### src/rtl/branch_alu_sequencer.sv
`default_nettype none
// ============================================================================
//  Module      : branch_alu_sequencer
//  Description : Multi-cycle branch-resolution controller. Accepts one branch
//                request over a valid/ready handshake, borrows the shared
//                32-bit ALU for a SUB (compare) phase and an ADD (target)
//                phase, then returns taken/target over a second valid/ready
//                handshake.
//  Ports       :
//      clk, rst                 - clock, asynchronous active-high reset
//      req_valid/req_ready      - request handshake
//      req_funct3               - RV32I B-type funct3
//      req_rs1, req_rs2         - compare operands
//      req_pc, req_imm          - branch PC and sign-extended offset
//      alu_operand_a/b, alu_op  - drive the shared ALU
//      alu_result, alu_zero_flag- ALU response (combinational, same cycle)
//      resp_valid/resp_ready    - response handshake
//      resp_taken, resp_target  - resolution
//      resp_error               - illegal funct3 (010 / 011)
//  Revision    : 1.0 - initial release
// ============================================================================
module branch_alu_sequencer #(
    parameter logic [3:0] ALU_ADD_OP = 4'b0000,
    parameter logic [3:0] ALU_SUB_OP = 4'b0001
) (
    input  logic        clk,
    input  logic        rst,
    input  logic        req_valid,
    output logic        req_ready,
    input  logic [2:0]  req_funct3,
    input  logic [31:0] req_rs1,
    input  logic [31:0] req_rs2,
    input  logic [31:0] req_pc,
    input  logic [31:0] req_imm,
    output logic [31:0] alu_operand_a,
    output logic [31:0] alu_operand_b,
    output logic [3:0]  alu_op,
    input  logic [31:0] alu_result,
    input  logic        alu_zero_flag,
    output logic        resp_valid,
    input  logic        resp_ready,
    output logic        resp_taken,
    output logic [31:0] resp_target,
    output logic        resp_error
);

    typedef enum logic [1:0] {
        ST_IDLE = 2'd0,
        ST_CMP  = 2'd1,
        ST_TGT  = 2'd2,
        ST_RESP = 2'd3
    } state_t;

    state_t      state_q,  state_d;
    logic [2:0]  funct3_q, funct3_d;
    logic [31:0] rs1_q,    rs1_d;
    logic [31:0] rs2_q,    rs2_d;
    logic [31:0] pc_q,     pc_d;
    logic [31:0] imm_q,    imm_d;
    logic        taken_q,  taken_d;
    logic [31:0] target_q, target_d;
    logic        error_q,  error_d;

    logic w_eq;
    logic w_slt;
    logic w_ult;
    logic w_sign_diff;

    // When the operand signs differ the subtraction can overflow, so the
    // ordering is decided by the sign bits alone; otherwise the sign of the
    // difference is exact for both signed and unsigned compares.
    assign w_sign_diff = rs1_q[31] ^ rs2_q[31];
    assign w_eq        = alu_zero_flag;
    assign w_slt       = w_sign_diff ? rs1_q[31] : alu_result[31];
    assign w_ult       = w_sign_diff ? rs2_q[31] : alu_result[31];

    always_comb begin
        state_d       = state_q;
        funct3_d      = funct3_q;
        rs1_d         = rs1_q;
        rs2_d         = rs2_q;
        pc_d          = pc_q;
        imm_d         = imm_q;
        taken_d       = taken_q;
        target_d      = target_q;
        error_d       = error_q;
        req_ready     = 1'b0;
        resp_valid    = 1'b0;
        alu_operand_a = 32'd0;
        alu_operand_b = 32'd0;
        alu_op        = ALU_ADD_OP;

        case (state_q)
            ST_IDLE: begin
                req_ready = 1'b1;
                if (req_valid) begin
                    funct3_d = req_funct3;
                    rs1_d    = req_rs1;
                    rs2_d    = req_rs2;
                    pc_d     = req_pc;
                    imm_d    = req_imm;
                    // funct3 010/011 are unassigned B-type encodings
                    if (req_funct3[2:1] == 2'b01) begin
                        error_d  = 1'b1;
                        taken_d  = 1'b0;
                        target_d = 32'd0;
                        state_d  = ST_RESP;
                    end else begin
                        error_d  = 1'b0;
                        state_d  = ST_CMP;
                    end
                end
            end

            ST_CMP: begin
                alu_operand_a = rs1_q;
                alu_operand_b = rs2_q;
                alu_op        = ALU_SUB_OP;
                case (funct3_q)
                    3'b000:  taken_d = w_eq;
                    3'b001:  taken_d = ~w_eq;
                    3'b100:  taken_d = w_slt;
                    3'b101:  taken_d = ~w_slt;
                    3'b110:  taken_d = w_ult;
                    3'b111:  taken_d = ~w_ult;
                    default: taken_d = 1'b0;
                endcase
                state_d = ST_TGT;
            end

            ST_TGT: begin
                alu_operand_a = pc_q;
                alu_operand_b = taken_q ? imm_q : 32'd4;
                alu_op        = ALU_ADD_OP;
                target_d      = alu_result;
                state_d       = ST_RESP;
            end

            ST_RESP: begin
                resp_valid = 1'b1;
                if (resp_ready) begin
                    state_d = ST_IDLE;
                end
            end

            default: begin
                state_d = ST_IDLE;
            end
        endcase
    end

    assign resp_taken  = taken_q;
    assign resp_target = target_q;
    assign resp_error  = error_q;

    always_ff @(posedge clk or posedge rst) begin
        if (rst) begin
            state_q  <= ST_IDLE;
            funct3_q <= 3'd0;
            rs1_q    <= 32'd0;
            rs2_q    <= 32'd0;
            pc_q     <= 32'd0;
            imm_q    <= 32'd0;
            taken_q  <= 1'b0;
            target_q <= 32'd0;
            error_q  <= 1'b0;
        end else begin
            state_q  <= state_d;
            funct3_q <= funct3_d;
            rs1_q    <= rs1_d;
            rs2_q    <= rs2_d;
            pc_q     <= pc_d;
            imm_q    <= imm_d;
            taken_q  <= taken_d;
            target_q <= target_d;
            error_q  <= error_d;
        end
    end

endmodule
`default_nettype wire

### config.mk
export PLATFORM = sky130hd
export DESIGN_NAME = branch_alu_sequencer
export DESIGN_NICKNAME = d
export VERILOG_FILES = /design/src/rtl/branch_alu_sequencer.sv
export SDC_FILE = /design/constraint.sdc
export NUM_CORES = 1
export LEC_CHECK = 0
export BUFFER_PORTS_ARGS = -buffer_cell sky130_fd_sc_hd__buf_4
export CORE_UTILIZATION = 50
export CTS_CLUSTER_DIAMETER = 50
export DETAILED_ROUTE_END_ITERATION = 10
export PLACE_DENSITY = 0.8
export SETUP_SLACK_MARGIN = 0.02
export SLEW_MARGIN = 20
export SYNTH_ARGS = -nofsm -noshare
export SYNTH_HDL_FRONTEND = slang
export SYNTH_SLANG_ARGS = --single-unit
### constraint.sdc
create_clock -name clk -period 6.45 [get_ports clk]
set_input_delay 0.645 -clock clk [delete_from_list [all_inputs] [get_ports clk]]
set_output_delay 0.645 -clock clk [all_outputs]
set_load 0.01 [all_outputs]
# Word-level counts from Yosys, hierarchy flattened
# Index checks and enable logic that the tools add are counted.
[word_totals]
in_bits = 168
word_cells = 53
regBits = 167
[classes]
n_bitwise = 4
muxes = 20
n_reduce_logical = 8
eq_ne = 12
[ops]
columns = ["op", "n"]
rows = [
  ["$pmux 32 s2", 3],
  ["$mux 32", 3],
  ["$eq 3x3->1 const B", 4],
  ["$mux 1", 8],
  ["$pmux 2 s4", 1],
  ["$mux 2", 3],
  ["$ne 2x2->1 const B", 3],
  ["$pmux 1 s6", 1],
  ["$reduce_and 3->1", 2],
  ["$eq 2x1->1 const B", 2],
  ["$eq 2x2->1 const B", 2],
  ["$reduce_and 2->1", 2],
  ["$reduce_bool 2->1", 2],
  ["$eq 3x1->1 const B", 1],
  ["$logic_not 3->1", 1],
  ["$not 1->1", 3],
  ["$logic_not 2->1", 1],
  ["$pmux 1 s2", 1],
  ["$xor 1x1->1", 1],
]

# Longest topological paths before layout
[depth]
depth_word = 5
mapped_depth = 8

# Least setup slack after synthesis
# Ideal clock, no wire load.
[synth_timing]
path_type = "reg2out"
start = "register state_q[1]"
end = "output port alu_operand_b[2]"
path_stages_with_launch = 7
n_path_buf = 2
arrival_time_ns = 1.551
path_slack_ns = 4.254
t_required_ns = 5.805
path_cell_list = "dfrtp_1 > inv_1 > ha_1 > buf_2 > buf_1 > nand2_1 > a21boi_0"
[synth_between]
elab_chain_len = 2
elab_cells_between_ends = 3
cone_classes = "eq/ne (2); mux (1)"
[synth_rtl]
columns = ["element", "line", "rtl"]
rows = [
  ["start: declaration", "54", "state_t state_q, state_d;"],
  ["start signal: assignment", "168", "state_q <= state_d;"],
  ["$eq 2x2->1 or $eq 2x1->1 (tied branches)", "93", "case (state_q)"],
  ["$pmux 32 s2 (*)", "93", ""],
  ["end: declaration", "36", "output logic [31:0] alu_operand_b,"],
]
# Every way passes the cells marked *; elsewhere a longest branch is shown, timed or not.

# Worst setup path in the final report
[layout_timing]
start = "register state_q[0]"
end = "output port alu_operand_b[20]"
# The elaborated chain is that of the path after synthesis.

==> flow_summary.yaml <==
outcome:
  outcome: "finished, final reports clean"
worst_setup_path:
  r2r-end: "pc_q[30]"
  worst_setup_path_end_kind: "output port"
  worst-path-buf-inv: 3
  rr_worst_depth: 5
  cp_max_fo: 34
  critPathMaxStageDelay_ns: 0.91
  required_ns: 5.80
  cp_top_family: "adder cells"
  cp_cell_sequence: "inv_1 > ha_1 > buf_4 > nor2b_1 > buf_4"
  critPathMostFrequentCell: "buf_4"
  worst_ep_arrival_time_ns: 2.63
  start_kind: "flip-flop"
  ff2ff_setup_slack_ns: 4.07
  slowest_stage: "ha_1"
  critPathKind: "reg2out"
  r2r-start: "state_q[0]"
min_path:
  hp-class: "in2async"
final_layout:
  area_growth_pct: 34.67
  antennaDiodeCount: 0
  layout.nets: 1038
  drive_gt1_share_pct: 49.66
  final_common_cell: "buf_4"
  stdcell_count: 1066
  mostFrequentLayoutCells: "buf_4, dfrtp_1, nor2b_1"
  post-route-cell-area_um2: 10500
route:
  routed_via_density: 5.306
  ant_nets: 0
  wire_per_inst_um: 17.54
  dr.pass1.iters: 4
  dr.first_iter.drc_count: 264
  totalWireLength_um: 18700
  drc_errors: 0
  num_vias: 5656
sta:
  worst_pin_slew_ns: 0.9312
  relSlewSlack_pct: 37.92
  finalCriticalPeriod_ns: 3.275
  timing.final.crit_share_pct: 50.78
  hold_slack_ns: 0.3930
  fin_setup_tns_ns: 0
  setup_viol: 0
  timing.fmax_mhz: 305.3
  drv_slew: 0
  final_hold_viol_count: 0
  grt_setup_unrepaired: "no"
  finalClockSkew_ns: 0.008161
floorplan:
  fp.dieArea_um2: 16100
  die_w_um: 126.9
  rows: 45
  core-area_um2: 15200
  initial_core_util_pct: 51.30
  die_h_um: 126.9
  io_pins: 272
synth:
  syn_inst: 617
  yosysWarnings: 0
  yosysUniqueCellTypes: 38
  avgSynthCellArea_um2: 12.64
  netlist_area_um2: 7799
  ys_seq_area_share_pct: 53.59
  ys_seq_elements: 167
grt:
  antenna_found_initial: 0
  grt_use_total_pct: 23.77
  use_met1_pct: 29.76
  grt_pass1_wl_um: 29610
  grt_pass1_vias: 5787
  use_met2_pct: 39.04
  grtUsageMet3_pct: 7.423
  grt_overflow: 0
  grt.busiest_layer: "met2"
  grt_max_degree: 134
clock_tree:
  cts_tree: "built"
  cts.htree.levels: 4
  ctsResizeCount: 0
  cts_buffers: 17
  cts_root_buffer: "clkbuf_16"
  cts_num_sinks: 167
  cts_setup_buffers: 0
  cts-hold-fix-buffers: 0
  worstSkewPairLatency_ns: 0.42
  clock_path_buffers: 2
  clkTransAtPathRegs_ns: 0.06
place:
  io_buffer_count: 268
  hpwlAfterDp_um: 12330
  dp.cells: 1033
  gp_congestion: 0.7610
  dpl_cell_area_um2: 9823
power_and_ir_drop:
  p_leak_nw: 5.071
  power.density_nw_per_um2: 505.4
  irDropWorstVdd_mv: 0.2547
job:
  maxCapViolations: 0
## how the worst max path moves through the flow
| stage | startpoint | endpoint | slack, ns | cells past startpoint |
|---|---|---|---|---|
| 2_1_floorplan | rst | funct3_q[0] | 1.29 | 1 |
| 3_3_place_gp | state_q[0] | alu_operand_a[1] | 3.67 | 5 |
| 3_5_place_dp | state_q[0] | alu_operand_a[1] | 3.60 | 5 |
| 4_1_cts | state_q[0] | alu_operand_b[20] | 3.12 | 5 |
| 5_1_grt | state_q[1] | alu_operand_b[20] | 2.91 | 5 |
| 6_report | state_q[0] | alu_operand_b[20] | 3.17 | 5 |
## area by class of cell
class                           count  area [µm²]
Fill cell                        1109        4700
Clock buffer                       18       429.2
Clock inverter                     14       222.7
Inverter                           43       166.4
Sequential cell                   167        4179
Multi-Input combinational cell    361        3186
Tap cell                          188       235.2
Timing Repair Buffer              275        2085
## cells in the mapped netlist
| cell | n | area [µm²] |
|---|---|---|
| a21boi_0 | 1 | 7.510 |
| o211ai_1 | 2 | 15.01 |
| conb_1 | 1 | 3.750 |
| mux2_1 | 7 | 78.83 |
| o22ai_1 | 1 | 6.260 |
| xnor2_1 | 1 | 8.760 |
| a22oi_1 | 63 | 473.0 |
| nand4b_1 | 1 | 8.760 |
| nor3_1 | 1 | 5.000 |
| nor2b_1 | 64 | 400.4 |
| buf_1 | 4 | 15.01 |
| o21ai_2 | 1 | 8.760 |
| dfrtp_1 | 167 | 4179 |
| o21ai_0 | 4 | 20.02 |
| mux2_2 | 63 | 709.4 |
| nand2b_1 | 1 | 6.260 |
| a21oi_1 | 4 | 20.02 |
| a311oi_1 | 1 | 8.760 |
| mux2i_1 | 1 | 10.01 |
| nand2_2 | 1 | 6.260 |
| a221oi_1 | 1 | 8.760 |
| ha_1 | 5 | 62.56 |
| buf_6 | 11 | 123.9 |
| nand3_1 | 32 | 160.2 |
| o2111ai_1 | 1 | 8.760 |
| mux2_4 | 60 | 900.9 |
| o21ai_1 | 30 | 150.1 |
| nand3b_1 | 1 | 7.510 |
| nand2_1 | 7 | 26.28 |
| nor2_1 | 1 | 3.750 |
| and3_1 | 1 | 6.260 |
| o21bai_1 | 1 | 7.510 |
| clkbuf_1 | 10 | 37.54 |
| inv_2 | 1 | 3.750 |
| buf_2 | 16 | 80.08 |
| buf_4 | 7 | 52.55 |
| inv_1 | 42 | 157.7 |
| maj3_1 | 1 | 10.01 |
## per-layer routing
metal	vias up	wire, µm
li1	2652	-
met1	2759	7796
met2	216	9190
met3	29	1339
met4	0	373
met5	-	0
## through the flow
step,util (%),setup WS [ns],total power [mW]
6_report,69.09,3.175,5.308
5_1_grt,69.09,2.914,5.633
4_1_cts,68.91,3.117,5.364
3_5_place_dp,64.62,3.601,4.218
3_3_place_gp,64.62,3.675,4.147
2_1_floorplan,-,1.287,3.421
## sequential cells by signal (all words and copies together) (netlist names)
register	count
rs1_q	32
imm_q	32
pc_q	32
funct3_q	3
state_q	2
resp_error	1
resp_taken	1
rs2_q	32
resp_target	32
## cell families after synthesis
logic type | synth area share [%]
other | 0.04808
and+or+nand+nor | 8.086
xor gates and xnor gates | 0.1123
AOI/OAI and AO/OA | 9.418
DFF | 53.59
buffers and inverters | 6.032
muxes | 21.79
adders and majority gates | 0.9305
## power by group
part           switching [mW]  internal (mW)
Clock                   0.422          0.693
Combinational            1.06           1.29
Sequential              0.294           1.55
Total                    1.77           3.53
Note: power is estimated with default switching activity, not from simulation.
